[config.mk]
export PLATFORM = sky130hd
export DESIGN_NAME = color_detector
export DESIGN_NICKNAME = d
export VERILOG_FILES = /design/src/rtl/color_pkg.sv /design/src/rtl/edge_counter.sv /design/src/rtl/color_detector.sv
export SDC_FILE = /design/constraint.sdc
export NUM_CORES = 1
export LEC_CHECK = 0
export ABC_AREA = 1
export CAP_MARGIN = 40
export CELL_PAD_IN_SITES_DETAIL_PLACEMENT = 0
export CELL_PAD_IN_SITES_GLOBAL_PLACEMENT = 1
export CORE_UTILIZATION = 37
export DETAILED_ROUTE_END_ITERATION = 10
export PLACE_DENSITY = 0.73
export SYNTH_ARGS = -nofsm -noshare
export SYNTH_HDL_FRONTEND = slang
export SYNTH_SLANG_ARGS = --single-unit
export TNS_END_PERCENT = 20
[constraint.sdc]
create_clock -name clk -period 2.8 [get_ports clk]
set_clock_uncertainty 0.05 [all_clocks]
set_input_delay 0.84 -clock clk [delete_from_list [all_inputs] [get_ports clk]]
set_output_delay 0.84 -clock clk [all_outputs]
set_load 0.02 [all_outputs]
[src/rtl/color_pkg.sv]
// Shared definitions for the colour-detection front end.
//   - filter-select codes driven onto the sensor's {s2, s3} pins
//   - filter index values (order of measurement: red, blue, green)
//   - colour classification enum and FSM state type
//   - small helpers for filter-select lookup and LED slot advance
package color_pkg;

    // {s2, s3} codes for the sensor's photodiode filter selects
    localparam logic [1:0] SEL_RED   = 2'b00;
    localparam logic [1:0] SEL_BLUE  = 2'b01;
    localparam logic [1:0] SEL_GREEN = 2'b11;

    // Filter index, in measurement order
    localparam logic [1:0] FILT_RED   = 2'd0;
    localparam logic [1:0] FILT_BLUE  = 2'd1;
    localparam logic [1:0] FILT_GREEN = 2'd2;

    typedef enum logic [1:0] {
        COLOR_NONE,
        COLOR_RED,
        COLOR_BLUE,
        COLOR_GREEN
    } color_e;

    typedef enum logic [2:0] {
        ST_IDLE,
        ST_SETTLE,
        ST_COUNT,
        ST_DECIDE,
        ST_EMIT
    } state_e;

    function automatic logic [1:0] filter_sel(input logic [1:0] idx);
        case (idx)
            FILT_BLUE:  filter_sel = SEL_BLUE;
            FILT_GREEN: filter_sel = SEL_GREEN;
            default:    filter_sel = SEL_RED;
        endcase
    endfunction

    // LED slots cycle 1 -> 2 -> 3 -> 1; slot 0 means "nothing shown yet"
    function automatic logic [1:0] next_slot(input logic [1:0] slot);
        next_slot = (slot == 2'd3) ? 2'd1 : slot + 2'd1;
    endfunction

endpackage

[src/rtl/edge_counter.sv]
// Edge counter for the colour sensor's square-wave output.
//   clk       system clock
//   rst       synchronous active-high reset (clears synchronizer and count)
//   sensor_i  raw sensor output, asynchronous to clk
//   enable_i  count detected rising edges while high
//   clear_i   zero the count (takes priority over enable_i)
//   count_o   saturating edge count
// The synchronizer and edge detector run continuously so that the edge history
// is already settled when counting is enabled.
module edge_counter
    import color_pkg::*;
#(
    parameter int CNT_W = 16
) (
    input  logic             clk,
    input  logic             rst,
    input  logic             sensor_i,
    input  logic             enable_i,
    input  logic             clear_i,
    output logic [CNT_W-1:0] count_o
);

    logic             sync1_q;
    logic             sync2_q;
    logic             prev_q;
    logic [CNT_W-1:0] count_q;
    logic             rise;

    assign rise    = sync2_q & ~prev_q;
    assign count_o = count_q;

    always_ff @(posedge clk) begin
        if (rst) begin
            sync1_q <= 1'b0;
            sync2_q <= 1'b0;
            prev_q  <= 1'b0;
            count_q <= '0;
        end else begin
            sync1_q <= sensor_i;
            sync2_q <= sync1_q;
            prev_q  <= sync2_q;
            if (clear_i) begin
                count_q <= '0;
            end else if (enable_i && rise && (count_q != '1)) begin
                count_q <= count_q + CNT_W'(1);
            end
        end
    end

endmodule

[src/rtl/color_detector.sv]
// Colour classification front end for the node-colour path.
// Steps the sensor through the red, blue and green filters, counts output edges
// over a fixed window per filter, picks the dominant colour and emits a one-hot
// strobe together with the next LED slot.
//   clk, rst                     system clock, synchronous active-high reset
//   start                        classification request (sampled in IDLE only)
//   sensor_out                   sensor square wave (asynchronous)
//   s2, s3                       filter selects: red 00, blue 01, green 11
//   red_out/blue_out/green_out   one-cycle colour strobe
//   LED_num                      LED slot of the last valid colour (0 = none)
//   busy, done, no_color         status; no_color is qualified by done
//
// state  | meaning
// IDLE   | waiting for start
// SETTLE | filter just changed, let the sensor output settle
// COUNT  | counting edges for the current filter
// DECIDE | pick the winner from the three counts
// EMIT   | done pulse, strobe / no_color, LED slot update
module color_detector
    import color_pkg::*;
#(
    parameter int SETTLE_CYC = 2000,
    parameter int WINDOW_CYC = 50000,
    parameter int MIN_COUNT  = 20,
    parameter int CNT_W      = 16
) (
    input  logic       clk,
    input  logic       rst,
    input  logic       start,
    input  logic       sensor_out,
    output logic       s2,
    output logic       s3,
    output logic       red_out,
    output logic       blue_out,
    output logic       green_out,
    output logic [1:0] LED_num,
    output logic       busy,
    output logic       done,
    output logic       no_color
);

    localparam int TMAX  = (WINDOW_CYC > SETTLE_CYC) ? WINDOW_CYC : SETTLE_CYC;
    localparam int TMR_W = $clog2(TMAX) + 1;
    localparam logic [TMR_W-1:0] SETTLE_LOAD = TMR_W'(SETTLE_CYC - 1);
    localparam logic [TMR_W-1:0] WINDOW_LOAD = TMR_W'(WINDOW_CYC - 1);
    localparam logic [CNT_W-1:0] MIN_CNT     = CNT_W'(MIN_COUNT);

    state_e           state_q;
    logic [1:0]       filter_q;
    logic [TMR_W-1:0] timer_q;
    logic [CNT_W-1:0] cnt_red_q;
    logic [CNT_W-1:0] cnt_blue_q;
    logic             cap_q;
    logic             s2_q;
    logic             s3_q;
    logic             red_q;
    logic             blue_q;
    logic             green_q;
    logic [1:0]       led_q;
    logic             busy_q;
    logic             done_q;
    logic             no_color_q;

    logic             cnt_en;
    logic             cnt_clr;
    logic [CNT_W-1:0] edge_cnt;
    color_e           win_col;
    logic [CNT_W-1:0] win_cnt;
    logic             win_valid;
    logic [1:0]       sel_next;

    // Counter is zeroed on the last settle cycle so it starts each window at 0
    // while still holding the previous filter's total during the first settle
    // cycle, when that total is copied out.
    assign cnt_en  = (state_q == ST_COUNT);
    assign cnt_clr = (state_q == ST_IDLE) ||
                     ((state_q == ST_SETTLE) && (timer_q == '0));

    edge_counter #(
        .CNT_W (CNT_W)
    ) u_edge_counter (
        .clk      (clk),
        .rst      (rst),
        .sensor_i (sensor_out),
        .enable_i (cnt_en),
        .clear_i  (cnt_clr),
        .count_o  (edge_cnt)
    );

    // Green is the last filter, so during DECIDE its total is still sitting in
    // the shared counter and is read from there directly.
    always_comb begin
        win_col = COLOR_NONE;
        win_cnt = '0;
        if ((cnt_red_q >= cnt_blue_q) && (cnt_red_q >= edge_cnt)) begin
            win_col = COLOR_RED;
            win_cnt = cnt_red_q;
        end else if (cnt_blue_q >= edge_cnt) begin
            win_col = COLOR_BLUE;
            win_cnt = cnt_blue_q;
        end else begin
            win_col = COLOR_GREEN;
            win_cnt = edge_cnt;
        end
    end

    assign win_valid = (win_cnt >= MIN_CNT);
    assign sel_next  = filter_sel(filter_q + 2'd1);

    always_ff @(posedge clk) begin
        if (rst) begin
            state_q    <= ST_IDLE;
            filter_q   <= FILT_RED;
            timer_q    <= '0;
            cnt_red_q  <= '0;
            cnt_blue_q <= '0;
            cap_q      <= 1'b0;
            s2_q       <= 1'b0;
            s3_q       <= 1'b0;
            red_q      <= 1'b0;
            blue_q     <= 1'b0;
            green_q    <= 1'b0;
            led_q      <= 2'd0;
            busy_q     <= 1'b0;
            done_q     <= 1'b0;
            no_color_q <= 1'b0;
        end else begin
            cap_q      <= 1'b0;
            red_q      <= 1'b0;
            blue_q     <= 1'b0;
            green_q    <= 1'b0;
            done_q     <= 1'b0;
            no_color_q <= 1'b0;

            // One cycle after a red or blue window the filter index has already
            // advanced, so it tells which total the counter is holding.
            if (cap_q) begin
                if (filter_q == FILT_BLUE) begin
                    cnt_red_q <= edge_cnt;
                end else begin
                    cnt_blue_q <= edge_cnt;
                end
            end

            case (state_q)
                ST_IDLE: begin
                    if (start) begin
                        state_q      <= ST_SETTLE;
                        filter_q     <= FILT_RED;
                        {s2_q, s3_q} <= SEL_RED;
                        timer_q      <= SETTLE_LOAD;
                        cnt_red_q    <= '0;
                        cnt_blue_q   <= '0;
                        busy_q       <= 1'b1;
                    end
                end
                ST_SETTLE: begin
                    if (timer_q == '0) begin
                        state_q <= ST_COUNT;
                        timer_q <= WINDOW_LOAD;
                    end else begin
                        timer_q <= timer_q - TMR_W'(1);
                    end
                end
                ST_COUNT: begin
                    if (timer_q == '0) begin
                        if (filter_q == FILT_GREEN) begin
                            state_q <= ST_DECIDE;
                        end else begin
                            state_q      <= ST_SETTLE;
                            filter_q     <= filter_q + 2'd1;
                            {s2_q, s3_q} <= sel_next;
                            timer_q      <= SETTLE_LOAD;
                            cap_q        <= 1'b1;
                        end
                    end else begin
                        timer_q <= timer_q - TMR_W'(1);
                    end
                end
                ST_DECIDE: begin
                    state_q <= ST_EMIT;
                    done_q  <= 1'b1;
                    if (win_valid) begin
                        led_q <= next_slot(led_q);
                        case (win_col)
                            COLOR_RED:   red_q   <= 1'b1;
                            COLOR_BLUE:  blue_q  <= 1'b1;
                            COLOR_GREEN: green_q <= 1'b1;
                            default:     ;
                        endcase
                    end else begin
                        no_color_q <= 1'b1;
                    end
                end
                ST_EMIT: begin
                    state_q <= ST_IDLE;
                    busy_q  <= 1'b0;
                end
                default: begin
                    state_q <= ST_IDLE;
                    busy_q  <= 1'b0;
                end
            endcase
        end
    end

    assign s2        = s2_q;
    assign s3        = s3_q;
    assign red_out   = red_q;
    assign blue_out  = blue_q;
    assign green_out = green_q;
    assign LED_num   = led_q;
    assign busy      = busy_q;
    assign done      = done_q;
    assign no_color  = no_color_q;

endmodule

==> summary.json, run 1 <==
{
  "outcome": {
    "outcome": "finished clean"
  },
  "timing": {
    "setup_viol": 0,
    "worst_pin_slew_ns": 0.692,
    "holdWs_ns": 0.350,
    "setup_repair_after_global_routing_missed_its_margin": "false",
    "worst_slew_margin_rel": 0.537,
    "fmax_ghz": 0.387,
    "layout_worst_path_cycle_share": 0.923,
    "hold_violations": 0,
    "max_slew_violation_count": 0,
    "timing.setup.tns_ns": 0,
    "post-route-min-period_ns": 2.58
  },
  "setup_path": {
    "gate_family_responsible_for_the_most_delay_along_the_worst_path": "compound AO/OA/AOI/OAI gates",
    "timing.critical_path.slowest_cell_delay_ns": 0.41,
    "crit_path_cell_chain": "inv_1 > ha_1 > a21oi_1 > o21ai_0 > a21oi_2 > nand2_2 > nand2_1 > nand2_1 > a21oi_2 > nand2_1 > nand2_1 > nand3_2 > a21oi_1 > nor2_1",
    "timing.rr.start": "u_edge_counter.count_o[9]",
    "worst-endpoint-required_ns": 2.99,
    "endpoint_kind": "flip-flop",
    "worstSetupPathType": "flip-flop to flip-flop",
    "crit_arrival_ns": 2.77,
    "reg2reg_setup_slack_ns": 0.22,
    "critical_path.most_common_cell": "nand2_1",
    "cp_num_buf_inv": 1,
    "cpMaxStageDelayCell": "dfxtp_1",
    "crit_path_max_fanout": 9,
    "kind_of_launch_point_of_the_worst_setup_path": "flip-flop",
    "reg2reg_to": "LED_num[1]",
    "timing.critical_path.depth": 14,
    "cp-endpoint": "LED_num[1]",
    "cells_on_worst_reg2reg_path": 14,
    "cp-startpoint": "u_edge_counter.count_o[9]"
  },
  "global_routing": {
    "grtUsageMet1": 0.250,
    "number_of_antenna_violations_at_the_first_check_in_global_routing": 0,
    "met2_routing_resource_usage_after_global_routing": 0.341,
    "grt_first_pass_wirelength_um": 22200,
    "grt.total_usage": 0.202,
    "maximum_number_of_pins_on_one_net_before_global_route_repair": 33,
    "globalRoute.totalOverflow": 0,
    "grt_busiest_layer": "met2",
    "global_route.usage.met3": 0.0319,
    "grt_pass1_vias": 4408
  },
  "floorplanning": {
    "design.die.area_um2": 14100,
    "core_area_um2": 13200,
    "start_util": 0.380,
    "placement_rows": 42,
    "die-width_um": 119,
    "num_io_pins": 14,
    "chipHeight_um": 119
  },
  "cts": {
    "htree_levels": 3,
    "clk_transition_reported_paths_ns": 0.06,
    "post-cts-setup-buffers": 0,
    "clock_tree.buffer_depth": 2,
    "cts_buffers": 9,
    "ctsRootBufferMaster": "clkbuf_16",
    "cts_tree": "yes",
    "worst_skew_pair.late_latency_ns": 0.35,
    "tritoncts_num_sinks": 84
  },
  "power": {
    "p_per_area_nw_per_um2": 590,
    "vdd_ir_drop_max_mv": 0.400,
    "p_leak_uw": 0.00245
  },
  "logic_synthesis": {
    "ff_latch_count_synth": 84,
    "synth_enable_flop_cells": 0,
    "synth_area_per_cell_um2": 7.20,
    "async_reset_ff_frac": 0,
    "synth.distinct_cells": 40,
    "leading_register_cell_type_out_of_synthesis": "dfxtp_1",
    "synth-seq-area-share": 0.335,
    "post_synth_inst_count": 698,
    "yosys_warnings": 0,
    "synthesis.area_um2": 5030,
    "synth.net_count": 756
  },
  "cells_and_area": {
    "layout.nets": 776,
    "synthToLayoutAreaGrowth_pct": 13.7,
    "n_antenna_cell": 0,
    "fin_cells": 899,
    "layout-drive-gt1-share": 0.0858
  },
  "drt": {
    "first_pass_iters": 4,
    "post-route-drc-count": 0,
    "dr_total_vias": 4554,
    "vias_per_cell": 5.07,
    "wire_length_per_cell_um": 15.0,
    "routed_wirelength_um": 13500,
    "drt_first_iter_violations": 258,
    "drtAntennaViolNets": 0
  },
  "job": {
    "max-cap-violations": 0
  },
  "worst_hold_path": {
    "min-delay-start": "u_edge_counter.sync1_q",
    "worst_hold_path_type": "flip-flop to flip-flop"
  },
  "placement": {
    "io_buffers": 13,
    "dp_hpwl_um": 10300,
    "dp_cells": 883,
    "gp_congestion": 0.853
  }
}
per-stage QoR:
stage	total power [µW]	area (µm²)	setup WS (ns)	util
6_report	3380	5720	0.217	0.432
5_1_grt	3580	5720	0.0266	0.432
4_1_cts	3410	5700	0.140	0.430
3_5_place_dp	2200	5410	0.136	0.408
3_3_place_gp	2180	5410	0.218	0.408
2_1_floorplan	2000	5030	0.679	-
kinds of logic after synthesis:
logic type,count (synthesis),synth area share
AOI/OAI and AO/OA,119,0.135
xor gates and xnor gates,7,0.0122
adders and majority gates,54,0.134
and+or+nand+nor,316,0.293
DFF,84,0.335
buffers and inverters,118,0.0911
placed cells by master, fill, tap and decap left out, drive strengths merged, types with 2 or more instances in the layout:
master	instances
nor3	25
clkinv	2
nand4	7
xor2	6
nand2	145
a21oi	63
a221oi	3
a211oi	18
a31oi	4
clkbuf	11
and2	2
ha	54
o21ai	27
buf	13
clkdlybuf4s50	13
inv	102
dfxtp	84
nor4	8
nand3	52
nor3b	5
nor2	69
or2	3
layout make-up:
class,count,area (µm²)
Timing Repair Buffer,26,240
Inverter,101,379
Fill cell,1410,7530
Tap cell,176,220
Sequential cell,84,1680
Multi-Input combinational cell,496,2900
Clock inverter,5,60.1
Clock buffer,11,233
routing by layer:
layer | wire length, µm | vias to the layer above | part of all wire
met1 | 5990 | 2082 | 0.45
li1 | - | 2354 | -
met4 | 450 | 0 | 0.033
met3 | 450 | 28 | 0.033
met5 | 0 | - | 0
met2 | 6560 | 90 | 0.49
state kept, by name, summed over array words and instances (netlist names):
name                    cells
u_edge_counter.sync2_q      1
red_out                     1
cnt_red_q                  16
filter_q                    2
s3                          1
s2                          1
u_edge_counter.count_o     16
done                        1
green_out                   1
u_edge_counter.sync1_q      1
no_color                    1
LED_num                     2
timer_q                    17
cap_q                       1
cnt_blue_q                 16
busy                        1
u_edge_counter.prev_q       1
state_q                     3
blue_out                    1
power breakdown:
group,internal [µW],switching (µW),total [µW]
Sequential,1280,74.5,1360
Clock,695,507,1200
Combinational,258,557,815
synth_stat cells, types with 4 or more instances:
master | number | share of area
nor4_1 | 7 | 0.0087
nand3_1 | 49 | 0.049
nor2_2 | 6 | 0.0075
xor2_1 | 6 | 0.010
nor3_1 | 22 | 0.022
a21oi_1 | 62 | 0.062
nor2_1 | 62 | 0.046
dfxtp_1 | 84 | 0.33
inv_1 | 98 | 0.073
a211oi_1 | 18 | 0.027
a31oi_1 | 4 | 0.0050
o21ai_0 | 27 | 0.027
nand2_2 | 6 | 0.0075
ha_1 | 54 | 0.13
clkbuf_1 | 12 | 0.0090
nand2_1 | 137 | 0.10
nand4_1 | 7 | 0.0087
worst min-delay path: cells and delay by family, from the launching register on:
family,cells,cell delay (ns)
buf+inv,1,0.04
flops,1,0.29
simple gates,1,0.03
repair_timing:
action	in CTS	in global routing
hold buffers	0	0
gates resized for setup	0	5
endpoints found under the setup margin	0	6
how the worst min path moves through the flow:
stage                        endpoint  slack [ns]  cells past startpoint
2_1_floorplan  u_edge_counter.sync2_q        0.34                      2
3_3_place_gp   u_edge_counter.sync2_q        0.34                      2
3_5_place_dp   u_edge_counter.sync2_q        0.34                      2
4_1_cts        u_edge_counter.sync2_q        0.35                      2
5_1_grt        u_edge_counter.sync2_q        0.36                      2
6_report       u_edge_counter.sync2_q        0.35                      2
No activity file was read; power rests on OpenSTA's default activity.
==> run 2, diff against run 1 <==
- CTS_CLUSTER_DIAMETER: not set -> 60
==> results of run 2 <==
No change in the layout: final DEF, timing and power equal those of run 1.
==> run 3, diff against run 2 <==
- CORE_UTILIZATION: 37 -> 46
- PLACE_DENSITY: 0.73 -> 0.86
==> summary.json, run 3 (synthesis results as in run 1) <==
{
  "outcome": {
    "outcome": "finished clean"
  },
  "setup_path": {
    "endpoint_kind": "flip-flop",
    "kind_of_launch_point_of_the_worst_setup_path": "flip-flop",
    "timing.rr.start": "u_edge_counter.count_o[6]",
    "cells_on_worst_reg2reg_path": 17,
    "reg2reg_to": "LED_num[0]",
    "crit_arrival_ns": 2.75,
    "reg2reg_setup_slack_ns": 0.28,
    "worst-endpoint-required_ns": 3.03,
    "crit_path_max_fanout": 13,
    "worstSetupPathType": "flip-flop to flip-flop"
  },
  "cts": {
    "holdBufCountCts": 0,
    "cts_tree": "yes",
    "tritoncts_num_sinks": 84,
    "ctsRootBufferMaster": "clkbuf_8",
    "post-cts-setup-buffers": 0,
    "worst_skew_pair.late_latency_ns": 0.38,
    "clk_transition_reported_paths_ns": 0.09,
    "cts_buffers": 9,
    "clock_tree.buffer_depth": 2,
    "htree_levels": 3
  },
  "global_routing": {
    "number_of_antenna_violations_at_the_first_check_in_global_routing": 0,
    "grtUsageMet1": 0.343,
    "grt_first_pass_wirelength_um": 21400,
    "grt_busiest_layer": "met2",
    "maximum_number_of_pins_on_one_net_before_global_route_repair": 33,
    "met2_routing_resource_usage_after_global_routing": 0.358,
    "globalRoute.totalOverflow": 0,
    "global_route.usage.met3": 0.0570,
    "grt_pass1_vias": 4313,
    "grt.total_usage": 0.244
  },
  "cells_and_area": {
    "final_core_util": 0.535,
    "layout_commonest_cell": "nand2_1",
    "largest_register_ff_count": 17,
    "synthToLayoutAreaGrowth_pct": 11.3,
    "n_antenna_cell": 0,
    "fin_cells": 860,
    "top_reg_by_flops": "timer_q",
    "area_of_the_multi_input_gates_um2": 2900,
    "layout-drive-gt1-share": 0.0856,
    "filler_instances": 1040,
    "seqCellArea_um2": 1680,
    "most-common-layout-cells": "nand2_1, inv_1, dfxtp_1",
    "layout.nets": 777
  },
  "floorplanning": {
    "chipHeight_um": 107,
    "core_area_um2": 10500,
    "start_util": 0.480,
    "die-width_um": 107,
    "design.die.area_um2": 11300,
    "placement_rows": 37,
    "num_io_pins": 14
  },
  "power": {
    "comb_power_share": 0.263,
    "p_per_area_nw_per_um2": 562,
    "switching_power_uw": 1110,
    "p_leak_uw": 0.00242,
    "sw_frac_of_total": 0.354,
    "clock_power_share": 0.305,
    "vdd_ir_drop_max_mv": 0.320,
    "seqPwrFrac": 0.432,
    "cell_internal_pwr_uw": 2030
  },
  "timing": {
    "fmax_ghz": 0.396,
    "max_slew_violation_count": 0,
    "timing.setup.tns_ns": 0,
    "setup_viol": 0,
    "hold_violations": 0,
    "layout_worst_path_cycle_share": 0.901,
    "post-route-min-period_ns": 2.52,
    "setup_repair_after_global_routing_missed_its_margin": "false",
    "worst_pin_slew_ns": 0.745,
    "worst_slew_margin_rel": 0.502
  },
  "drt": {
    "drtAntennaViolNets": 0,
    "dr_total_vias": 4611,
    "wire_length_per_cell_um": 15.0,
    "first_pass_iters": 5,
    "routed_wirelength_um": 12900,
    "drt_first_iter_violations": 337,
    "vias_per_cell": 5.36,
    "post-route-drc-count": 0
  },
  "worst_hold_path": {
    "min-delay-start": "u_edge_counter.sync1_q",
    "worst_hold_path_type": "flip-flop to flip-flop",
    "worstHoldPathCells": 2,
    "worstHoldEndpoint": "u_edge_counter.sync2_q"
  },
  "placement": {
    "dp_hpwl_um": 9700,
    "io_buffers": 13,
    "dp_cells": 844,
    "gp_congestion": 0.966
  },
  "job": {
    "max-cap-violations": 0
  }
}
## run 3: changes by cell type in the layout (fill, tap and decap cells not counted), moves of 2 or more
cell / before / now
clkbuf_8: 0 / 12
clkbuf_16: 9 / 0
dfxtp_1: 82 / 84
clkinv_4: 1 / 3
dfxtp_2: 2 / 0
clkbuf_1: 2 / 0
## run 3: critical path: stages, from the launching register on
cell and delay (ns):
dfxtp_1 0.45, inv_1 0.16, ha_1 0.30, nand2_1 0.09
nor2_2 0.05, and2_1 0.13, nor2_1 0.08, nand2_1 0.07
nand2_1 0.06, nand2_1 0.08, nand2_4 0.16, inv_1 0.11
nand2_1 0.06, o21ai_0 0.09, nor2_2 0.13, nand3_2 0.14
a21oi_1 0.16, nor2_1 0.06
## run 3: layout make-up
class	instances	area share
Clock inverter	4	0.0101
Inverter	101	0.0678
Clock buffer	12	0.0295
Sequential cell	84	0.301
Timing Repair Buffer	27	0.0443
Multi-Input combinational cell	496	0.517
Tap cell	136	0.0304
## run 3: repair_timing
item	in CTS	in global routing
gates resized for setup	0	2
endpoints found under the hold margin	0	0
endpoints found under the setup margin	0	6
## run 3: power by group through the flow
stage / Clock, µW / Combinational, µW / Sequential (µW)
floorplan: 0 / 625 / 1370
global placement: 0 / 799 / 1380
detailed placement: 0 / 811 / 1380
CTS: 986 / 815 / 1360
global route: 1030 / 923 / 1370
finish: 959 / 827 / 1360
## run 3: metrics by stage
step	power, µW	cell area (µm²)	setup WS (ns)	hold slack [ns]
3_5_place_dp	2190	5370	0.232	0.353
3_3_place_gp	2180	5370	0.264	0.342
6_report	3140	5600	0.276	0.366
2_1_floorplan	2000	5030	0.679	0.338
4_1_cts	3160	5590	0.206	0.367
5_1_grt	3330	5600	0.0328	0.384
## run 3: routing by layer
metal  wire [µm]  part of all wire  up-vias
met5           0                 0        -
met4         291             0.023        0
met3         923             0.072       24
met2        5380              0.42      145
met1        6270              0.49     2089
li1            -                 -     2353
## run 3: how the worst max path moves through the flow
stage                 endpoint                      start  slack (ns)  depth (start not counted)
global placement    LED_num[0]  u_edge_counter.count_o[6]        0.26                         17
floorplan           LED_num[0]  u_edge_counter.count_o[3]        0.68                         17
detailed placement  LED_num[0]  u_edge_counter.count_o[6]        0.23                         17
global route        LED_num[0]  u_edge_counter.count_o[6]        0.03                         18
CTS                 LED_num[0]  u_edge_counter.count_o[6]        0.21                         17
finish              LED_num[0]  u_edge_counter.count_o[6]        0.28                         17
